`src/rtl/dwt_fir_pkg.sv`:
```
// Shared helpers for the DWT FIR branch.
//   clog2      : ceiling log2 for parameter derivation
//   w_acc      : accumulator width of a branch (W_IN + C_IN + clog2(N_TAPS))
//   lat        : input-to-output latency of a branch in cycles
//   round_sat  : round-half-up right shift followed by clamp (or pass-through
//                for wrap mode) on a 64-bit signed value. The caller keeps
//                the low Y_OUT bits, so wrap mode is just truncation there.
package dwt_fir_pkg;

  typedef logic signed [63:0] wide_t;

  function automatic int clog2(input int n);
    int r;
    r = 0;
    while ((1 << r) < n) r++;
    return r;
  endfunction

  function automatic int w_acc(input int w_in, input int c_in, input int n_taps);
    return w_in + c_in + clog2(n_taps);
  endfunction

  function automatic int lat(input int n_taps);
    return clog2(n_taps) + 2;
  endfunction

  // Working in 64 bits keeps the rounding constant from overflowing the
  // accumulator and makes sign extension to a wide Y_OUT automatic.
  function automatic wide_t round_sat(input wide_t acc, input int shift,
                                      input bit sat, input int y_out);
    wide_t s;
    wide_t hi;
    wide_t lo;
    s = acc;
    if (shift > 0) s = (acc + (64'sd1 <<< (shift - 1))) >>> shift;
    if (sat) begin
      hi = (64'sd1 <<< (y_out - 1)) - 64'sd1;
      lo = -(64'sd1 <<< (y_out - 1));
      if (s > hi) s = hi;
      else if (s < lo) s = lo;
    end
    return s;
  endfunction

endpackage

```
`src/rtl/dwt_fir_branch_if.sv`:
```
// Sample / coefficient / result bundle of one FIR branch.
//   clear      : zero delay line and kill in-flight results
//   in_valid   : in_data carries a new sample
//   in_data    : signed sample, W_IN bits
//   coef_we    : coefficient write strobe
//   coef_addr  : tap index, clog2(N_TAPS) bits
//   coef_data  : signed coefficient, C_IN bits
//   out_valid  : out_data holds a new filter output
//   out_data   : signed filter output, Y_OUT bits
// master = sample source / controller, slave = the filter branch.
interface dwt_fir_branch_if
  import dwt_fir_pkg::*;
#(
  parameter int W_IN   = 7,
  parameter int C_IN   = 5,
  parameter int N_TAPS = 4,
  parameter int Y_OUT  = 20
) ();
  localparam int A_W = clog2(N_TAPS);

  logic                    clear;
  logic                    in_valid;
  logic signed [W_IN-1:0]  in_data;
  logic                    coef_we;
  logic [A_W-1:0]          coef_addr;
  logic signed [C_IN-1:0]  coef_data;
  logic                    out_valid;
  logic signed [Y_OUT-1:0] out_data;

  modport master (
    output clear, in_valid, in_data, coef_we, coef_addr, coef_data,
    input  out_valid, out_data
  );

  modport slave (
    input  clear, in_valid, in_data, coef_we, coef_addr, coef_data,
    output out_valid, out_data
  );
endinterface

```
`src/rtl/dwt_add_tree.sv`:
```
// Pipelined signed adder tree with a valid tag.
//   clk, rst  : clock, synchronous active-high reset
//   flush     : drops all valid tags (data registers keep their values)
//   in_valid  : tag for the current leaves
//   leaves    : N signed operands, W bits each
//   out_valid : tag delayed by clog2(N) cycles
//   sum       : sum of the leaves, W + clog2(N) bits, one register per level
// The tree is laid out as a heap: node 1 is the root, node i has children
// 2i and 2i+1, and children at index >= N_PAD are leaves. Leaves past N are
// tied to zero so a non-power-of-2 N still has equal-depth paths. All nodes
// carry the full output width, which is exact for every level.
module dwt_add_tree
  import dwt_fir_pkg::*;
#(
  parameter int N = 4,
  parameter int W = 12
) (
  input  logic                          clk,
  input  logic                          rst,
  input  logic                          flush,
  input  logic                          in_valid,
  input  logic signed [W-1:0]           leaves [N],
  output logic                          out_valid,
  output logic signed [W+clog2(N)-1:0]  sum
);
  localparam int N_LVL = clog2(N);
  localparam int N_PAD = 1 << N_LVL;
  localparam int W_OUT = W + N_LVL;

  logic signed [W_OUT-1:0] leaf_ext [N_PAD];
  logic signed [W_OUT-1:0] node_reg [1:N_PAD-1];
  logic [N_LVL-1:0]        vld_reg;

  genvar gi;
  generate
    for (gi = 0; gi < N_PAD; gi++) begin : gen_leaf
      if (gi < N) begin : gen_real
        assign leaf_ext[gi] = W_OUT'(leaves[gi]);
      end else begin : gen_pad
        assign leaf_ext[gi] = '0;
      end
    end

    for (gi = 1; gi < N_PAD; gi++) begin : gen_node
      logic signed [W_OUT-1:0] op_a;
      logic signed [W_OUT-1:0] op_b;
      if (2 * gi >= N_PAD) begin : gen_from_leaf
        assign op_a = leaf_ext[2 * gi - N_PAD];
        assign op_b = leaf_ext[2 * gi + 1 - N_PAD];
      end else begin : gen_from_node
        assign op_a = node_reg[2 * gi];
        assign op_b = node_reg[2 * gi + 1];
      end
      always_ff @(posedge clk) begin
        if (rst) node_reg[gi] <= '0;
        else     node_reg[gi] <= op_a + op_b;
      end
    end
  endgenerate

  always_ff @(posedge clk) begin
    if (rst || flush) begin
      vld_reg <= '0;
    end else begin
      vld_reg[0] <= in_valid;
      for (int i = 1; i < N_LVL; i++) vld_reg[i] <= vld_reg[i-1];
    end
  end

  assign sum       = node_reg[1];
  assign out_valid = vld_reg[N_LVL-1];
endmodule

```
`src/rtl/dwt_fir_branch.sv`:
```
// One polyphase FIR branch of the DWT filter bank: y[n] = sum c[k]*x[n-k].
//   clk, rst : clock, synchronous active-high reset
//   bus      : dwt_fir_branch_if.slave (samples, coefficient writes, clear,
//              filter output)
// Pipeline: registered products -> clog2(N_TAPS) adder levels -> registered
// round/saturate stage, so a sample presented in cycle t appears in cycle
// t + clog2(N_TAPS) + 2. A valid tag travels with the data; clear kills it.
module dwt_fir_branch
  import dwt_fir_pkg::*;
#(
  parameter int W_IN   = 7,
  parameter int C_IN   = 5,
  parameter int N_TAPS = 4,
  parameter int Y_OUT  = 20,
  parameter int SHIFT  = 0,
  parameter int SAT    = 1
) (
  input logic               clk,
  input logic               rst,
  dwt_fir_branch_if.slave   bus
);
  localparam int W_PROD = W_IN + C_IN;
  localparam int W_ACC  = w_acc(W_IN, C_IN, N_TAPS);
  localparam int A_W    = clog2(N_TAPS);

  logic signed [W_IN-1:0]   d_reg    [N_TAPS-1];
  logic signed [W_IN-1:0]   operand  [N_TAPS];
  logic signed [C_IN-1:0]   coef_reg [N_TAPS];
  logic signed [W_PROD-1:0] prod_reg [N_TAPS];
  logic                     prod_vld_reg;
  logic signed [W_ACC-1:0]  acc;
  logic                     acc_vld;
  logic                     out_valid_reg;
  logic signed [Y_OUT-1:0]  out_data_reg;
  wide_t                    scaled;

  // Tap 0 multiplies the live sample; the delay line feeds taps 1..N-1.
  assign operand[0] = bus.in_data;

  genvar gi;
  generate
    for (gi = 0; gi < N_TAPS - 1; gi++) begin : gen_dly
      assign operand[gi+1] = d_reg[gi];
      if (gi == 0) begin : gen_head
        always_ff @(posedge clk) begin
          if (rst || bus.clear)  d_reg[gi] <= '0;
          else if (bus.in_valid) d_reg[gi] <= bus.in_data;
        end
      end else begin : gen_body
        always_ff @(posedge clk) begin
          if (rst || bus.clear)  d_reg[gi] <= '0;
          else if (bus.in_valid) d_reg[gi] <= d_reg[gi-1];
        end
      end
    end

    // The product register reads coef_reg before this edge's write lands,
    // so a same-cycle write only affects later samples.
    for (gi = 0; gi < N_TAPS; gi++) begin : gen_tap
      always_ff @(posedge clk) begin
        if (rst)
          coef_reg[gi] <= '0;
        else if (bus.coef_we && bus.coef_addr == A_W'(gi))
          coef_reg[gi] <= bus.coef_data;
      end

      always_ff @(posedge clk) begin
        if (rst) prod_reg[gi] <= '0;
        else     prod_reg[gi] <= W_PROD'(operand[gi]) * W_PROD'(coef_reg[gi]);
      end
    end
  endgenerate

  // clear also drops the sample arriving in the same cycle.
  always_ff @(posedge clk) begin
    if (rst || bus.clear) prod_vld_reg <= 1'b0;
    else                  prod_vld_reg <= bus.in_valid;
  end

  dwt_add_tree #(
    .N (N_TAPS),
    .W (W_PROD)
  ) u_tree (
    .clk       (clk),
    .rst       (rst),
    .flush     (bus.clear),
    .in_valid  (prod_vld_reg),
    .leaves    (prod_reg),
    .out_valid (acc_vld),
    .sum       (acc)
  );

  assign scaled = round_sat(wide_t'(acc), SHIFT, SAT != 0, Y_OUT);

  generate
    if (Y_OUT < 64) begin : gen_hi
      logic unused_hi;
      assign unused_hi = ^scaled[63:Y_OUT];
    end
  endgenerate

  // out_data only moves with a surviving valid tag; it holds through clear.
  always_ff @(posedge clk) begin
    if (rst) begin
      out_valid_reg <= 1'b0;
      out_data_reg  <= '0;
    end else begin
      out_valid_reg <= acc_vld && !bus.clear;
      if (acc_vld && !bus.clear) out_data_reg <= scaled[Y_OUT-1:0];
    end
  end

  assign bus.out_valid = out_valid_reg;
  assign bus.out_data  = out_data_reg;
endmodule

```
`src/flat_wrapper.sv`:
```
// flat-port wrapper written by rule: the top's interface ports become plain ports
module dwt_fir_branch_flat import dwt_fir_pkg::*;
#(
  parameter int W_IN   = 7,
  parameter int C_IN   = 5,
  parameter int N_TAPS = 4,
  parameter int Y_OUT  = 20,
  parameter int SHIFT  = 0,
  parameter int SAT    = 1
)
  (clk, rst, bus_clear, bus_in_valid, bus_in_data, bus_coef_we, bus_coef_addr, bus_coef_data, bus_out_valid, bus_out_data);
  dwt_fir_branch_if #(.W_IN(W_IN), .C_IN(C_IN), .N_TAPS(N_TAPS), .Y_OUT(Y_OUT)) bus_i ();
  input logic clk;
  input logic rst;
  input wire logic [$bits(bus_i.clear)-1:0] bus_clear;
  input wire logic [$bits(bus_i.in_valid)-1:0] bus_in_valid;
  input wire logic [$bits(bus_i.in_data)-1:0] bus_in_data;
  input wire logic [$bits(bus_i.coef_we)-1:0] bus_coef_we;
  input wire logic [$bits(bus_i.coef_addr)-1:0] bus_coef_addr;
  input wire logic [$bits(bus_i.coef_data)-1:0] bus_coef_data;
  output wire logic [$bits(bus_i.out_valid)-1:0] bus_out_valid;
  output wire logic [$bits(bus_i.out_data)-1:0] bus_out_data;
  assign bus_i.clear = bus_clear;
  assign bus_i.in_valid = bus_in_valid;
  assign bus_i.in_data = bus_in_data;
  assign bus_i.coef_we = bus_coef_we;
  assign bus_i.coef_addr = bus_coef_addr;
  assign bus_i.coef_data = bus_coef_data;
  assign bus_out_valid = bus_i.out_valid;
  assign bus_out_data = bus_i.out_data;
  dwt_fir_branch #(.W_IN(W_IN), .C_IN(C_IN), .N_TAPS(N_TAPS), .Y_OUT(Y_OUT), .SHIFT(SHIFT), .SAT(SAT)) u_core (.clk(clk), .rst(rst), .bus(bus_i));
endmodule
```
`config.mk`:
```
export PLATFORM = sky130hd
export DESIGN_NAME = dwt_fir_branch_flat
export DESIGN_NICKNAME = d
export VERILOG_FILES = /design/src/rtl/dwt_fir_pkg.sv /design/src/rtl/dwt_fir_branch_if.sv /design/src/rtl/dwt_add_tree.sv /design/src/rtl/dwt_fir_branch.sv /design/src/flat_wrapper.sv
export SDC_FILE = /design/constraint.sdc
export NUM_CORES = 1
export LEC_CHECK = 0
export BUFFER_PORTS_ARGS = -buffer_cell sky130_fd_sc_hd__buf_2
export CAP_MARGIN = 20
export CORE_MARGIN = 10
export CORE_UTILIZATION = 50
export DETAILED_ROUTE_END_ITERATION = 12
export MAX_ROUTING_LAYER = met4
export PLACE_DENSITY = 0.67
export SLEW_MARGIN = 20
export SYNTH_ARGS = -nofsm -noshare
export SYNTH_HDL_FRONTEND = slang
export SYNTH_SLANG_ARGS = --single-unit
```
`constraint.sdc`:
```
create_clock -name clk -period 5.4 [get_ports clk]
set_clock_uncertainty 0.1 [all_clocks]
set_input_delay 1.08 -clock clk [delete_from_list [all_inputs] [get_ports clk]]
set_output_delay 1.08 -clock clk [all_outputs]
set_load 0.005 [all_outputs]
```
# After elaboration in Yosys (flattened, before gate mapping)
# Memory sizes are Yosys's and may differ from the RTL's.
# Cells that the tools add are included.
totals:
  ramBits: 83
  output_inout_bits: 21
  inputBits: 19
  word_cells: 73
  reg_bits: 72
  mem_count: 3
classes:
  reduce_logical: 8
  n_addsub: 3
  n_eq_ne: 3
  n_mux: 32
  bitwise: 10
  n_mul: 4
  n_lt_le_gt_ge: 2
memory_table:
  columns: ["memory", "words", "word_bits", "read_ports", "rd_ports_with_merged_regs", "wr", "line", "text"]
  rows:
  - ["u_core.u_tree.node_reg", 3, 14, 3, 0, 3, "dwt_add_tree.sv:31", "logic signed [W_OUT-1:0] node_reg [1:N_PAD-1];"]
  - ["u_core.d_reg", 3, 7, 3, 0, 3, "dwt_fir_branch.sv:26", "logic signed [W_IN-1:0] d_reg [N_TAPS-1];"]
  - ["u_core.coef_reg", 4, 5, 4, 0, 4, "dwt_fir_branch.sv:28", "logic signed [C_IN-1:0] coef_reg [N_TAPS];"]
ops:
  columns: ["operator", "count"]
  rows:
  - ["multiplier 7 x 5 -> 12 bit", 4]
  - ["2-to-1 mux 14 bit", 3]
  - ["2-to-1 mux 20 bit", 2]
  - ["adder 12 x 12 -> 13 bit", 2]
  - ["2-to-1 mux 7 bit", 3]
  - ["greater-than comparator 14 x 20 -> 1 bit, second input constant", 1]
  - ["less-than comparator 14 x 20 -> 1 bit, second input constant", 1]
  - ["2-to-1 mux 1 bit", 20]
  - ["2-to-1 mux 5 bit", 4]
  - ["adder 14 bit", 1]
  - ["bitwise OR 1 bit", 10]
  - ["logical AND 1 bit", 5]
  - ["equality test 2 bit, second input constant", 2]
  - ["equality test 2 x 1 -> 1 bit, second input constant", 1]
  - ["zero test 2 bit", 1]
  - ["zero test 1 bit", 1]
  - ["logical OR 1 bit", 1]

# Longest topological paths before layout
logic_depth:
  word_depth: 6
  ltp_mapped: 15
  depth_no_buf: 15

# Cells and area by module
# A second synthesis with hierarchy kept.
hier_totals:
  hier_cells: 1172
  hier_area_um2: 11225.8
modules_own_cells:
  columns: ["module", "instances", "seq_area_each_um2", "area_per_inst_um2", "cells_per_inst"]
  rows:
  - ["dwt_fir_branch", 1, 2532.4, 8453.1, 859]
  - ["dwt_add_tree", 1, 840.8, 2772.7, 313]

# Worst setup path before layout
# No wires, ideal clock.
synth_timing:
  path_kind: "input port to flip-flop"
  start: "input bus_in_data[2]"
  end: "register u_core.prod_reg[47] (netlist bit)"
  required_ps: 5172
  path_buffers: 0
  path_slack_ps: 1096
  setup_time_ps: 128
  stages: 13
  arrival_time_ps: 4077
  cell_sequence: "and2_1 fa_1 fa_1 inv_1 fa_1 inv_1 ha_1 nand2b_1 a21oi_1 or4_1 a31oi_1 xnor2_1 nor2_1"
synth_via:
  elab_chain_len: 1
synth_lines:
  columns: ["element", "line", "text"]
  rows:
  - ["start, declared", "flat_wrapper.sv:17", "input wire logic [$bits(bus_i.in_data)-1:0] bus_in_data;"]
  - ["multiplier 7 x 5 -> 12 bit", "dwt_fir_branch.sv:69", "else prod_reg[gi] <= W_PROD'(operand[gi]) * W_PROD'(coef_reg[gi]);"]
  - ["end signal, assigned by index", "dwt_fir_branch.sv:69", null]
  - ["end, declared", "dwt_fir_branch.sv:29", "logic signed [W_PROD-1:0] prod_reg [N_TAPS];"]
# No other way between the ends.
# A chain may end at the register's enable or synchronous reset.

# Worst setup path after layout
layout_timing:
  start: "input bus_in_data[4]"
  end: "register u_core.prod_reg[47] (netlist bit)"
# Same word-level chain as after synthesis.

==> results.yml <==
power_and_ir_drop:
  power_density_mw_per_mm2: 331.0
  peakVddDrop_v: 0.0002049
  power.leakage_nw: 5.694
  power.total_mw: 3.979
worst_setup_path:
  crit_fanout: 6
  path_cells: "buf_2 -> and2_1 -> fa_1 -> fa_1 -> inv_1 -> fa_1 -> inv_1 -> ha_1 -> o21ai_1 -> a21oi_1 -> or4_1 -> a31oi_1 -> xnor2_1 -> nor2_1"
  cp-start-kind: "input pin"
  cp.arrival_ps: 4350
  worst_path_largest_cell_delay_ps: 560
  slowest_stage: "fa_1"
  worstSetupPathType: "in -> reg"
  end_kind: "register"
  crit_top_cell: "fa_1"
  cp_num_buf_inv: 3
  cp.required_ps: 5600
  crit_family: "adder cells"
floorplan:
  core_mm2: 0.02169
  design.die.area_mm2: 0.02819
  die_x_um: 167.9
  start_util_pct: 50.43
  io_pins: 40
  chipHeight_um: 167.9
  fp-row-count: 54
detailed_routing:
  firstDrtPassIters: 4
  via_count: 7361
  antenna_left: 0
  drcViolationCount: 0
  first_iter_violations: 327
  routed_wl_um: 20440
  via_per_inst: 5.001
  wl_per_cell_um: 13.89
grt:
  grt_max_degree: 106
  grt_pass1_wl_um: 35870
  grt_pass1_vias: 7528
  grt_usage_pct: 15.58
  grt_remaining_overflow: 0
  antenna_found_initial: 1
synth:
  synthFlopType: "dfxtp_1"
  yosysSeqAreaShare_pct: 30.84
  synth_area_mm2: 0.01094
  synth_warnings: 0
  yosysTopAreaCellShare_pct: 19.59
  synth_common_cells: "165 x inv_1, 119 x and2_1, 113 x ha_1"
  ys_types: 48
  synth_seq_cells: 148
  synth-edff-count: 41
  syn_avg_cell_area_um2: 9.577
  synth_cells: 1142
  synthTopCellsByArea: "dfxtp_1 20%, fa_1 17%, ha_1 13%, edfxtp_1 11%, and2_1 6.8%"
  synth-async-reset-ratio_pct: 0
  syn_nets: 1369
  yosys.area.top_type: "dfxtp_1"
  yosysMostFrequentCell: "inv_1"
timing:
  rsz0062_at_grt: "no"
  setup_slack_ps: 1255
  hold_slack_ps: 329.1
  clock.fmax_mhz: 241.2
  hold_viol_final: 0
  timing_worst_slew_pin_value_ps: 970.6
  slew_headroom_pct: 35.29
  fin_crit_sh_pct: 76.77
  finalCriticalPeriod_ps: 4145
  report.final.slew_viol_count: 0
  fin_setup_tns_ps: 0
  setup_viol: 0
cells_and_area:
  syn2layout_area_growth_pct: 9.908
  drive_gt1_share_pct: 6.879
  multi_input_area_mm2: 0.006835
  finalNonFillerCells: 1472
  nets: 1406
  largest_register_ffs: 48
  n_antenna_cell: 0
  nFillCells: 1943
  regArea_mm2: 0.003373
place:
  dp_hpwl_um: 16350
  place_ws_ps: 750.7
  numPortBuffers: 39
  dp_cells: 1439
  gp_congestion: 0.8430
cts:
  ctsResizeCount: 0
  clkLatencyLatePin_ps: 430
  clkSinkCount: 148
  clock_path_buffers: 2
  postCtsSetupRepairBufs: 0
  root_buffer: "clkbuf_16"
  cts_tree: "built"
  htreeDepth: 4
  numCtsBuffers: 17
  cts.clk_slew.worst_paths_ps: 70
  cts_hold_buffers: 0
status:
  status: "completed"
hold_path:
  holdCritPathClass: "reg -> reg"
run:
  drv_cap: 0
placed cells by master (no fill, tap or decap), types with 23 or more instances in the layout:
cell type | Yosys | final
nand2b_1 | 23 | 23
a21oi_1 | 57 | 57
and3_1 | 27 | 27
xnor2_1 | 41 | 41
nand2_1 | 62 | 62
dfxtp_1 | 107 | 107
and2_1 | 119 | 119
buf_2 | 0 | 38
nor2b_1 | 26 | 26
edfxtp_1 | 41 | 41
xor2_1 | 25 | 25
fa_1 | 95 | 95
nor2_1 | 87 | 87
ha_1 | 113 | 113
inv_1 | 165 | 165
power breakdown:
part           internal, mW  switching [mW]
registers              1.33          0.0943
logic                 0.603           0.757
clock network         0.671           0.524
kinds of logic (layout without fill, tap and decap cells):
family | count (synthesis) | in the layout | synth area share (%)
buffers and inverters | 189 | 239 | 6.658
xor gates and xnor gates | 66 | 66 | 5.285
muxes | 2 | 2 | 0.2402
adders and majority gates | 208 | 208 | 30.32
AOI/OAI and AO/OA | 139 | 139 | 7.757
and+or+nand+nor | 390 | 390 | 18.90
DFF | 148 | 148 | 30.84
path summary, 6_finish.rpt:
path / from / to / slack [ps] / cells past startpoint
max reg2reg: u_core.d_reg[1][3] / u_core.prod_reg[23] / 1290 / 14
max: bus_in_data[4] / u_core.prod_reg[47] / 1250 / 14
min: u_core.u_tree.vld_reg[0] / u_core.u_tree.vld_reg[1] / 330 / 1
min reg2reg: u_core.u_tree.vld_reg[0] / u_core.u_tree.vld_reg[1] / 330 / 1
area by class of cell:
cell class	instances	area share, %
tap	280	2.915
sequential	148	28.06
clock inverter	14	1.353
timing repair buffer	42	1.999
clock buffer	18	3.654
inverter	165	5.152
multi-input combinational	805	56.86
metal layers:
layer / vias to the layer above / GRT usage, % / part of all wire, %
met1: 3471 / 20.16 / 48
met3: 23 / 2.887 / 4.0
met2: 96 / 24.81 / 47
met4: 0 / 3.785 / 1.1
li1: 3771 / - / -
met5: - / - / 0
worst register-to-register path, cell delays in order (launching register included):
cell and delay, ps:
edfxtp_1 510, and2_1 230, fa_1 500, inv_1 50, fa_1 470, inv_1 60
fa_1 570, inv_1 70, fa_1 450, nand2b_1 190, a21oi_1 220, or4_1 160
a31oi_1 100, xnor2_1 260, nor2_1 60
per-stage QoR:
step / area [um2] / util (%)
finish: 12020 / 55.42
global route: 12020 / 55.42
CTS: 11990 / 55.30
detailed placement: 11390 / 52.52
global placement: 11390 / 52.52
floorplan: 10940 / -
(Power assumes the default switching activity.)
